<file path="config.mk">
export PLATFORM = sky130hd
export DESIGN_NAME = rf_port_arb
export DESIGN_NICKNAME = d
export VERILOG_FILES = /design/src/rtl/rf_port_arb.sv
export SDC_FILE = /design/constraint.sdc
export NUM_CORES = 1
export LEC_CHECK = 0
export CORE_MARGIN = 4
export CORE_UTILIZATION = 40
export DETAILED_ROUTE_END_ITERATION = 6
export MAX_ROUTING_LAYER = met4
export PLACE_DENSITY = 0.94
export SYNTH_ARGS = -nofsm -noshare
export SYNTH_HDL_FRONTEND = slang
export SYNTH_SLANG_ARGS = --single-unit
</file>
<file path="constraint.sdc">
create_clock -name clk -period 9.6 [get_ports clk]
set_input_delay 1.92 -clock clk [delete_from_list [all_inputs] [get_ports clk]]
set_output_delay 1.92 -clock clk [all_outputs]
set_load 0.02 [all_outputs]
</file>
<file path="src/rtl/rf_port_arb.sv">
// rf_port_arb: init sequencer and two-port round-robin arbiter
// in front of a 16x32 register file with one read/write path.
module rf_port_arb #(
    parameter int              AW       = 4,
    parameter int              DW       = 32,
    parameter logic [DW-1:0]   INIT_VAL = '0
) (
    input  logic          clk,
    input  logic          reset,
    input  logic          clr,
    output logic          busy,

    input  logic          req0,
    input  logic          we0,
    input  logic [AW-1:0] addr0,
    input  logic [DW-1:0] wdata0,
    output logic          gnt0,
    output logic          rvalid0,
    output logic [DW-1:0] rdata0,

    input  logic          req1,
    input  logic          we1,
    input  logic [AW-1:0] addr1,
    input  logic [DW-1:0] wdata1,
    output logic          gnt1,
    output logic          rvalid1,
    output logic [DW-1:0] rdata1,

    output logic [AW-1:0] rf_ra,
    input  logic [DW-1:0] rf_da,
    output logic          rf_wen,
    output logic [AW-1:0] rf_wa,
    output logic [DW-1:0] rf_din
);

    localparam int NREGS = 2 ** AW;
    localparam logic [AW:0] CNT_LAST = (AW + 1)'(NREGS - 1);
    localparam logic [AW:0] CNT_ONE  = (AW + 1)'(1);

    typedef enum logic {
        S_INIT = 1'b0,
        S_RUN  = 1'b1
    } state_t;

    state_t      state, state_nx;
    logic [AW:0] cnt, cnt_nx;
    // 1 = debug port held the most recent grant
    logic        last, last_nx;
    logic        g0, g1;
    logic        rd0, rd1;

    // Round-robin grant; combinational, suppressed by reset, INIT and clr
    always_comb begin
        g0 = 1'b0;
        g1 = 1'b0;
        if (!reset && state == S_RUN && !clr) begin
            if (req0 && req1) begin
                if (last) begin
                    g0 = 1'b1;
                end else begin
                    g1 = 1'b1;
                end
            end else if (req0) begin
                g0 = 1'b1;
            end else if (req1) begin
                g1 = 1'b1;
            end
        end
    end

    assign gnt0 = g0;
    assign gnt1 = g1;
    assign rd0  = g0 && !we0;
    assign rd1  = g1 && !we1;
    assign busy = !reset && state == S_INIT;

    // Next state, init counter and grant pointer
    always_comb begin
        state_nx = state;
        cnt_nx   = cnt;
        last_nx  = last;
        unique case (state)
            S_INIT: begin
                if (cnt == CNT_LAST) begin
                    state_nx = S_RUN;
                    cnt_nx   = '0;
                end else begin
                    cnt_nx = cnt + CNT_ONE;
                end
            end
            S_RUN: begin
                if (clr) begin
                    state_nx = S_INIT;
                    cnt_nx   = '0;
                end
                if (g0) begin
                    last_nx = 1'b0;
                end else if (g1) begin
                    last_nx = 1'b1;
                end
            end
            default: begin
                state_nx = S_INIT;
                cnt_nx   = '0;
            end
        endcase
    end

    // Register-file access path: init writes, or the granted port
    always_comb begin
        rf_wen = 1'b0;
        rf_wa  = '0;
        rf_din = '0;
        rf_ra  = '0;
        if (!reset) begin
            if (state == S_INIT) begin
                rf_wen = 1'b1;
                rf_wa  = cnt[AW-1:0];
                rf_din = INIT_VAL;
            end else if (g0) begin
                if (we0) begin
                    rf_wen = 1'b1;
                    rf_wa  = addr0;
                    rf_din = wdata0;
                end else begin
                    rf_ra = addr0;
                end
            end else if (g1) begin
                if (we1) begin
                    rf_wen = 1'b1;
                    rf_wa  = addr1;
                    rf_din = wdata1;
                end else begin
                    rf_ra = addr1;
                end
            end
        end
    end

    // Control state registers
    always_ff @(posedge clk or posedge reset) begin
        if (reset) begin
            state <= S_INIT;
            cnt   <= '0;
            last  <= 1'b1;
        end else begin
            state <= state_nx;
            cnt   <= cnt_nx;
            last  <= last_nx;
        end
    end

    // Registered read return for the core port
    always_ff @(posedge clk or posedge reset) begin
        if (reset) begin
            rvalid0 <= 1'b0;
            rdata0  <= '0;
        end else begin
            rvalid0 <= rd0;
            if (rd0) begin
                rdata0 <= rf_da;
            end
        end
    end

    // Registered read return for the debug port
    always_ff @(posedge clk or posedge reset) begin
        if (reset) begin
            rvalid1 <= 1'b0;
            rdata1  <= '0;
        end else begin
            rvalid1 <= rd1;
            if (rd1) begin
                rdata1 <= rf_da;
            end
        end
    end

endmodule

</file>
### Word level (Yosys, flattened, before mapping)

Index checks and enable logic that the tools add are counted.

* $add $sub $neg: 1
* multipliers: 0
* divide/modulo/power cells: 0
* magnitude comparators: 0
* eq/ne operators: 2
* shift-type cells: 0
* muxes and demuxes: 41
* bitwise operators: 1
* reductions and logical operators: 12

Operator list (count)
* two-way mux 32 bit: 6
* two-way mux 4 bit: 12
* two-way mux 1 bit: 19
* two-way mux 5 bit: 2
* case mux 5 bit (2 select lines): 1
* logical AND 1 bit: 6
* adder 5 x 1 -> 5 bit, second input constant: 1
* == test 5 x 4 -> 1 bit, second input constant: 1
* logical NOT 1 bit: 4
* inequality test 2 bit, second input constant: 1
* case mux 1 bit (2 select lines): 1
* AND reduction 2 bit: 1
* nonzero test 2 bit: 1
* NOT 1 bit: 1

* register bits after elaboration: 73
* bits in latches: 0
* bits in writable memories: 0
* memory bits (read-only): 0
* input port bits: 111
* output and inout bits: 110
* logic and storage cells: 64
* memories: 0

### Depth between registers and ports, before layout

Gate-level depths: netlist (run 1).

* depth after elaboration: 8
* mapped depth: 7

### Least setup slack after synthesis (run 1)

No wires, ideal clock.

* path type: input to output
* start: in reset
* end: out rf_wen
* data arrival time: 4.037 ns
* setup slack: 3.643 ns
* stages on the path: 3
* path buffers: 1
* cells stage by stage: buf_4 > inv_1 > o31a_1

* word-level cells in the longest chain between the ends: 8
* elaborated cells on any way between the ends: 9
* those cells by class: mux: 6; reduce/logical: 3

RTL lines
* start, declared: line 9 `input logic reset,`
* logical NOT 1 bit (no line)
* logical AND 1 bit (2 in series): line 56 `if (!reset && state == S_RUN && !clr) begin`
* two-way mux 1 bit: line 56
* two-way mux 1 bit: line 128 `end else if (g1) begin`
* two-way mux 1 bit: line 120 `end else if (g0) begin`
* two-way mux 1 bit: line 116 `if (state == S_INIT) begin`
* two-way mux 1 bit *: line 115 `if (!reset) begin`
* end, declared: line 31 `output logic rf_wen,`

Mark *: on every way between the ends. The rest lies on a longest branch, timed or not.

### Final worst setup path (run 1)

* start: in reset
* end: out rf_din[29]

* word-level cells in the longest chain between the ends: 8
* elaborated cells on any way between the ends: 9
* those cells by class: mux: 6; reduce/logical: 3

RTL lines
* logical NOT 1 bit (no line)
* logical AND 1 bit (2 in series): line 56
* two-way mux 1 bit: line 56
* two-way mux 32 bit: line 128
* two-way mux 32 bit: line 120
* two-way mux 32 bit: line 116
* two-way mux 32 bit *: line 115
* end, declared: line 33 `output logic [DW-1:0] rf_din`

Marks and branches as above.

==> out/qor.yml, run 1 <==
run_status:
  status: "completed"
power:
  p_clk_frac: 0.145
  p_int_w: 0.000912
  switching_share: 0.353
  seqPwrFrac: 0.366
  p_comb_frac: 0.489
  ir_drop_v: 0.000187
  power_density_mw_per_mm2: 243
  power_leakage_nw: 2.48
  p_sw_w: 0.000498
yosys:
  synth-adder-area-share: 0.00361
  synth_top_flop_cell: "dfrtp_1"
  yosys.area_share.simple: 0.0599
  yosysWarnings: 0
  synthXorXnorAreaFrac: 0
  synth_top_family_by_area: "multiplexers"
  synth_mux_area_frac: 0.235
  netlist-cell-type-count: 35
  synth_edf_count: 0
  synth_nets: 358
  syn_avg_cell_area_um2: 14.1
  ys_seq_area_frac: 0.527
  ys_ff_latch: 73
  synth_compound_area_frac: 0.123
  syn-cell-area_mm2: 0.00347
  syn_inst: 246
  synthArstFlopShare: 1.00
timing:
  slew_viol_final: 0
  finalSetupViolCount: 0
  relSlewSlack: 0.222
  tightest_slew_ps: 1170
  period_needed_ps: 6770
  fmax_mhz: 148
  tns_ps: 0
  hold_violations: 0
  final.setup_skew_ps: 5.91
  rsz0062_at_grt: "false"
  timing.final.crit_share: 0.705
drt:
  via_per_inst: 5.22
  drt-total-wl_um: 12000
  drtIter0Drc: 147
  via_count: 2967
  drtAntennaViolNets: 0
  drt_pre_antenna_iters: 4
  drcViolationCount: 0
  drt-wirelength-per-cell_um: 21.1
layout:
  drive_gt1_frac: 0.168
  final_nets: 571
  stdcell_count: 568
  fillers: 595
  layout_commonest_cell: "clkdlybuf4s50_1"
  seq_area_mm2: 0.00183
  syn_to_final_growth_pct: 67.6
  final_util: 0.697
  multi_input_area_mm2: 0.00146
  n_antenna_cell: 0
  final_cell_mix: "220 x clkdlybuf4s50_1, 72 x dfrtp_1, 37 x a22o_1"
cts:
  holdBufCountCts: 0
  clk_latency_ps: 330
  clock_sinks: 73
  post_cts_resized: 0
  cts_buffers: 9
  ctsHtreeMaxLevel: 3
  cts_tree: "yes"
  cts_root_buf: "clkbuf_8"
  clkSlewWorstSetupHoldPaths_ps: 70
  max-clock-path-buffers: 2
  post-cts-setup-buffers: 0
worst_hold_path:
  hp-class: "register to register"
die:
  start_util: 0.416
  core_mm2: 0.00834
  std_cell_rows: 33
  design.portCount: 221
  fp.dieW_um: 101
  fp.dieH_um: 101
  die-area_mm2: 0.0102
flow_run:
  cap_viol_max_count: 0
setup_path:
  critPathLaunchType: "primary input"
  cp-end-kind: "output port"
  cp.arrival_ps: 4850
  worst_path_largest_cell_delay_ps: 950
  crit_path_frequent_cell: "clkdlybuf4s50_1"
  cp_num_buf_inv: 2
  worstSetupPathType: "primary input to output port"
  cp_slowest_cell: "and2_1"
  cp_max_fo: 33
  crit_family: "simple AND/OR/NAND/NOR gates"
  crit_chain: "clkdlybuf4s50_1, and4bb_1, and2_1, a22o_1, clkdlybuf4s50_1"
  critPathRequiredTime_ps: 7680
global_routing:
  antenna_found_initial: 0
  grt_pass1_wl_um: 18000
  overflow: 0
  grt_use_total: 0.239
  grt_pass1_vias: 3269
  grt_max_degree: 75
placement:
  numPortBuffers: 220
  dp.cells: 553
  dp_hpwl_um: 9270
  place_congestion: 0.885
-- per-stage QoR --
stage                     hold slack, ps  power (W)  worst slack (ps)  area [um^2]
after floorplan                      475   0.000855              3640         3470
after global placement               467    0.00119              2960         5650
after detailed placement             475    0.00121              2840         5650
after CTS                            492    0.00142              2840         5810
after global routing                 514    0.00149              2690         5810
final                                488    0.00141              2830         5810
-- cells in the mapped netlist (all sizes together), types with 2 or more instances --
master	n	area share
nor2b	2	0.0043
mux2	64	0.24
dfrtp	72	0.52
a311oi	4	0.010
o31ai	2	0.0043
and3	2	0.0036
nand4	4	0.0072
nand3	4	0.0058
o21ai	2	0.0029
and4b	2	0.0058
a22o	37	0.094
nor2	8	0.0087
nand2b	2	0.0036
nand2	6	0.0065
buf	17	0.046
inv	2	0.0022
clkbuf	3	0.0032
and2	2	0.0036
-- power groups by stage --
stage               Sequential [W]  Clock, W  Combinational [W]
floorplan                 0.000639         0           0.000216
global placement          0.000510         0           0.000678
detailed placement        0.000519         0           0.000692
CTS                       0.000517  0.000212           0.000696
global route              0.000535  0.000229           0.000726
finish                    0.000517  0.000204           0.000689
-- worst register-to-register path, stage by stage, from the launching register on --
cell and delay, ps:
dfrtp_1 710, and4bb_1 420, and3b_2 570, buf_4 440, mux2_2 400
-- kinds of logic (layout without fill, tap and decap cells) --
kind of cell | count (synthesis) | in the layout
flip-flops | 73 | 73
multiplexers | 64 | 64
AO/OA/AOI/OAI | 50 | 50
AND/OR/NAND/NOR | 36 | 36
buffers and inverters | 22 | 239
adder cells (fa/ha/maj) | 1 | 1
-- worst paths after layout --
path                            start          to  slack [ps]  depth (start not counted)
max in group asynchronous       reset     rvalid1        6600                          3
setup / recovery                reset  rf_din[29]        2830                          5
min in group asynchronous       reset      cnt[1]        2400                          3
setup reg to reg                state  rdata1[28]        6950                          4
hold / removal             rdata0[29]  rdata0[29]         490                          1
hold reg to reg            rdata0[29]  rdata0[29]         490                          1
-- registers in the layout, indices dropped and copies added, names as in the netlist --
signal   cells
cnt          5
last         1
rdata0      32
rdata1      32
rvalid0      1
rvalid1      1
state        1
-- layout make-up --
type                       instances  share of cell area
clock inverter                     3             0.00302
inverter                           2             0.00129
multi-input combinational        151               0.252
timing repair buffer             222               0.382
tap                              105              0.0226
sequential                        73               0.315
clock buffer                      12              0.0250
-- routing by layer --
metal / vias up / GRT usage / routed length, um
met5: - / - / 0
met4: 0 / 0.0613 / 195
met3: 20 / 0.0713 / 919
met2: 143 / 0.378 / 6050
met1: 1457 / 0.302 / 4820
li1: 1347 / - / -
No activity file was read; power rests on OpenSTA's default activity.
==> run 2: changes to the inputs <==
--- a/config.mk
+++ b/config.mk
@@ -6,10 +6,10 @@
 export NUM_CORES = 1
 export LEC_CHECK = 0
 export CORE_MARGIN = 4
-export CORE_UTILIZATION = 40
+export CORE_UTILIZATION = 37
 export DETAILED_ROUTE_END_ITERATION = 6
 export MAX_ROUTING_LAYER = met4
-export PLACE_DENSITY = 0.94
+export PLACE_DENSITY = 0.88
 export SYNTH_ARGS = -nofsm -noshare
 export SYNTH_HDL_FRONTEND = slang
 export SYNTH_SLANG_ARGS = --single-unit
==> constraint.sdc (replaced) <==
create_clock -name clk -period 6.95 [get_ports clk]
set_input_delay 1.39 -clock clk [delete_from_list [all_inputs] [get_ports clk]]
set_output_delay 1.39 -clock clk [all_outputs]
set_load 0.02 [all_outputs]
==> out/qor.yml, run 2 (synthesized netlist as in run 1, its figures left out) <==
drt:
  drtIter0Drc: 231
  via_per_inst: 5.11
  drt-wirelength-per-cell_um: 19.5
  drt-total-wl_um: 11200
  via_count: 2944
  drcViolationCount: 0
  drtAntennaViolNets: 0
  drt_pre_antenna_iters: 4
die:
  design.portCount: 221
  std_cell_rows: 35
  fp.dieW_um: 105
  core_mm2: 0.00920
  fp.dieH_um: 105
  die-area_mm2: 0.0110
  start_util: 0.377
cts:
  cts_buffers: 9
  cts_root_buf: "clkbuf_8"
  holdBufCountCts: 0
  max-clock-path-buffers: 2
  clkSlewWorstSetupHoldPaths_ps: 80
  cts_tree: "yes"
  post-cts-setup-buffers: 0
  post_cts_resized: 0
  ctsHtreeMaxLevel: 3
  clk_latency_ps: 330
  clock_sinks: 73
timing:
  period_needed_ps: 5740
  rsz0062_at_grt: "false"
  fmax_mhz: 174
  timing.final.crit_share: 0.826
  final.setup_skew_ps: 12.0
  finalSetupViolCount: 0
  tightest_slew_ps: 1140
  relSlewSlack: 0.240
  worst_slack_ps: 1210
  whs_ps: 494
  tns_ps: 0
  hold_violations: 0
  slew_viol_final: 0
global_routing:
  grt.busiest_layer: "met2"
  use_met1: 0.262
  antenna_found_initial: 0
  grt_max_degree: 74
  overflow: 0
  grt_pass1_wl_um: 17400
  grt_use_total: 0.206
  use_met2: 0.324
  grt_use_met3: 0.0574
  grt_pass1_vias: 3182
layout:
  syn_to_final_growth_pct: 69.9
  top_regs: "rdata0 x32, rdata1 x32, cnt x5"
  drive_gt1_frac: 0.176
  layout_commonest_cell: "clkdlybuf4s50_1"
  final_cell_mix: "220 x clkdlybuf4s50_1, 72 x dfrtp_1, 37 x a22o_1"
  n_antenna_cell: 0
  final_nets: 572
setup_path:
  cp-end-kind: "output port"
  cp.arrival_ps: 4350
  critPathLaunchType: "primary input"
  r2r_cells: 4
  critPathRequiredTime_ps: 5560
  cp_max_fo: 33
  worstSetupPathType: "primary input to output port"
power:
  p_int_w: 0.00134
  p_clk_frac: 0.183
  seqPwrFrac: 0.350
  power_leakage_nw: 2.52
  power_density_mw_per_mm2: 345
  p_comb_frac: 0.466
  power_w: 0.00203
  ir_drop_v: 0.000243
  switching_share: 0.342
  p_sw_w: 0.000695
worst_hold_path:
  hp-class: "register to register"
  min_path_cells: 1
run_status:
  status: "completed"
placement:
  numPortBuffers: 220
  post-place-ws_ps: 1240
  dp_hpwl_um: 8720
  place_congestion: 0.903
flow_run:
  cap_viol_max_count: 0
run 2: cell count changes in the layout (fill, tap and decap cells not counted), sizes merged:
cell    change
buf         +1
bufinv      +2
clkbuf      -2
inv         +1
run 2: layout make-up:
class                   instances  area (um^2)
well taps                     111          139
fillers                       725         3310
repair buffers                223         2220
inverters                       2         7.51
clock inverters                 6         90.1
flip-flops and latches         73         1830
multi-input cells             151         1460
clock buffers                  10          138
run 2: final timing paths:
| check | slack, ps | from | endpoint |
|---|---|---|---|
| worst max-delay path | 1210 | reset | rf_din[18] |
| worst min-delay path | 490 | rdata0[28] | rdata0[28] |
| worst max register to register | 4300 | state | rdata1[26] |
| worst min register to register | 490 | rdata0[28] | rdata0[28] |
| max in group asynchronous | 4460 | reset | rdata1[19] |
| min in group asynchronous | 1890 | reset | cnt[1] |
run 2: per-layer routing:
metal	share of wire	wire length [um]	vias up
met2	0.49	5530	114
met1	0.43	4770	1461
met4	0.019	211	0
met5	0	0	-
li1	-	-	1348
met3	0.062	693	21
run 2: per-stage QoR:
step | instances | cell area, um^2 | util
after floorplan | 246 | 3470 | -
after global placement | 560 | 5660 | 0.616
after detailed placement | 560 | 5660 | 0.616
after CTS | 576 | 5890 | 0.640
after global routing | 576 | 5890 | 0.640
final | 576 | 5890 | 0.640
run 2: worst max-delay path: stages:
cell	delay (ps)
clkdlybuf4s50_1	580
and4bb_1	490
and2_1	940
a22o_1	300
clkdlybuf4s50_1	650
run 2: power by group through the flow:
| stage | clock, W | combinational, W | sequential, W |
|---|---|---|---|
| floorplan | 0 | 0.000298 | 0.000883 |
| global placement | 0 | 0.000936 | 0.000704 |
| detailed placement | 0 | 0.000955 | 0.000715 |
| CTS | 0.000384 | 0.000958 | 0.000712 |
| global route | 0.000406 | 0.000995 | 0.000739 |
| finish | 0.000372 | 0.000947 | 0.000712 |
==> run 3: changes to the inputs <==
--- a/config.mk
+++ b/config.mk
@@ -6,10 +6,10 @@
 export NUM_CORES = 1
 export LEC_CHECK = 0
 export CORE_MARGIN = 4
-export CORE_UTILIZATION = 37
+export CORE_UTILIZATION = 33
 export DETAILED_ROUTE_END_ITERATION = 6
 export MAX_ROUTING_LAYER = met4
-export PLACE_DENSITY = 0.88
+export PLACE_DENSITY = 0.84
 export SYNTH_ARGS = -nofsm -noshare
 export SYNTH_HDL_FRONTEND = slang
 export SYNTH_SLANG_ARGS = --single-unit
==> constraint.sdc (replaced) <==
create_clock -name clk -period 5.1 [get_ports clk]
set_input_delay 1.02 -clock clk [delete_from_list [all_inputs] [get_ports clk]]
set_output_delay 1.02 -clock clk [all_outputs]
set_load 0.02 [all_outputs]
==> out/qor.yml, run 3 (synthesized netlist as in run 1, its figures left out) <==
run_status:
  status: "completed"
timing:
  tns_ps: 0
  tightest_slew_ps: 921
  whs_ps: 497
  finalSetupViolCount: 0
  period_needed_ps: 4460
  slew_viol_final: 0
  final.setup_skew_ps: 10.1
  relSlewSlack: 0.386
  hold_violations: 0
  fmax_mhz: 224
  timing.final.crit_share: 0.874
  rsz0062_at_grt: "false"
flow_run:
  cap_viol_max_count: 0
die:
  start_util: 0.337
  die-area_mm2: 0.0122
  std_cell_rows: 37
  core_mm2: 0.0103
  fp.dieH_um: 110
  fp.dieW_um: 110
  design.portCount: 221
cts:
  max-clock-path-buffers: 2
  post_cts_resized: 0
  cts_buffers: 9
  clock_sinks: 73
  clk_latency_ps: 340
  cts_tree: "yes"
  cts_root_buf: "clkbuf_8"
  post-cts-setup-buffers: 0
  holdBufCountCts: 0
  ctsHtreeMaxLevel: 3
  clkSlewWorstSetupHoldPaths_ps: 80
global_routing:
  grt_max_degree: 74
  antenna_found_initial: 0
  grt_use_total: 0.192
  overflow: 0
  grt_pass1_wl_um: 18100
  grt_pass1_vias: 3089
drt:
  drcViolationCount: 0
  via_per_inst: 4.86
  drtAntennaViolNets: 0
  drt-wirelength-per-cell_um: 19.2
  via_count: 2933
  drt_pre_antenna_iters: 4
  drt-total-wl_um: 11600
  drtIter0Drc: 146
layout:
  final_util: 0.575
  layout_commonest_cell: "clkdlybuf4s50_1"
  drive_gt1_frac: 0.180
  final_nets: 575
  top_regs: "rdata0 x32, rdata1 x32, cnt x5"
  syn_to_final_growth_pct: 70.5
  final_cell_mix: "220 x clkdlybuf4s50_1, 72 x dfrtp_1, 37 x a22o_1"
  fillers: 881
  n_antenna_cell: 0
  final_area_mm2: 0.00591
setup_path:
  cp.arrival_ps: 3440
  ff2ff_setup_slack_ps: 2710
  worstSetupPathType: "primary input to output port"
  cp-end-kind: "output port"
  r2r-end: "rdata0[0]"
  cp_max_fo: 33
  critPathLaunchType: "primary input"
  r2r_cells: 4
  critPathRequiredTime_ps: 4080
  reg2reg_from: "state"
power:
  ir_drop_v: 0.000294
  power_density_mw_per_mm2: 458
  power_leakage_nw: 2.52
  power_w: 0.00271
placement:
  numPortBuffers: 220
  place_congestion: 0.933
  dp_hpwl_um: 9100
  post_dp_cell_area_mm2: 0.00572
worst_hold_path:
  hp-class: "register to register"
  hold_end: "rdata0[28]"
  hold_path.startpoint: "rdata0[28]"
  min_path_cells: 1
## run 3: cell type report
cell class	count	area, um^2	area share
clock buffers	9	124	0.0210
clock inverters	6	68.8	0.0116
inverters	2	7.51	0.00127
multi-input cells	151	1460	0.248
flip-flops and latches	73	1830	0.309
well taps	136	170	0.0288
repair buffers	226	2250	0.380
## run 3: worst max-delay path by stage
stage / from / to / slack, ps / cells past startpoint
final: reset / rf_din[10] / 640 / 6
after global routing: reset / rf_din[10] / 520 / 6
after global placement: reset / rf_din[10] / 720 / 6
after detailed placement: reset / rf_din[10] / 660 / 6
after floorplan: reset / rf_wen / 940 / 3
after CTS: reset / rf_din[10] / 670 / 6
## run 3: critical path, cell delays in order
cell and delay (ps):
clkdlybuf4s50_1 580, and4bb_1 480, and2_1 170, buf_4 320
a22o_1 220, clkdlybuf4s50_1 640
## run 3: metrics by stage
stage	std cells	worst slack (ps)
2_1_floorplan	246	943
3_3_place_gp	588	725
3_5_place_dp	588	657
4_1_cts	603	667
5_1_grt	603	516
6_report	603	645
## run 3: layer usage
metal	track usage	up-vias	wire length (um)
met4	0.0501	0	163
met3	0.0433	15	672
li1	-	1358	-
met1	0.239	1442	4720
met2	0.319	118	6010
met5	-	-	0
## run 3: report_power, final
part,switching (W),internal (W),total [W]
Sequential,0.000156,0.000813,0.000969
Combinational,0.000574,0.000718,0.00129
Clock,0.000219,0.000226,0.000445
Total,0.000950,0.00176,0.00271
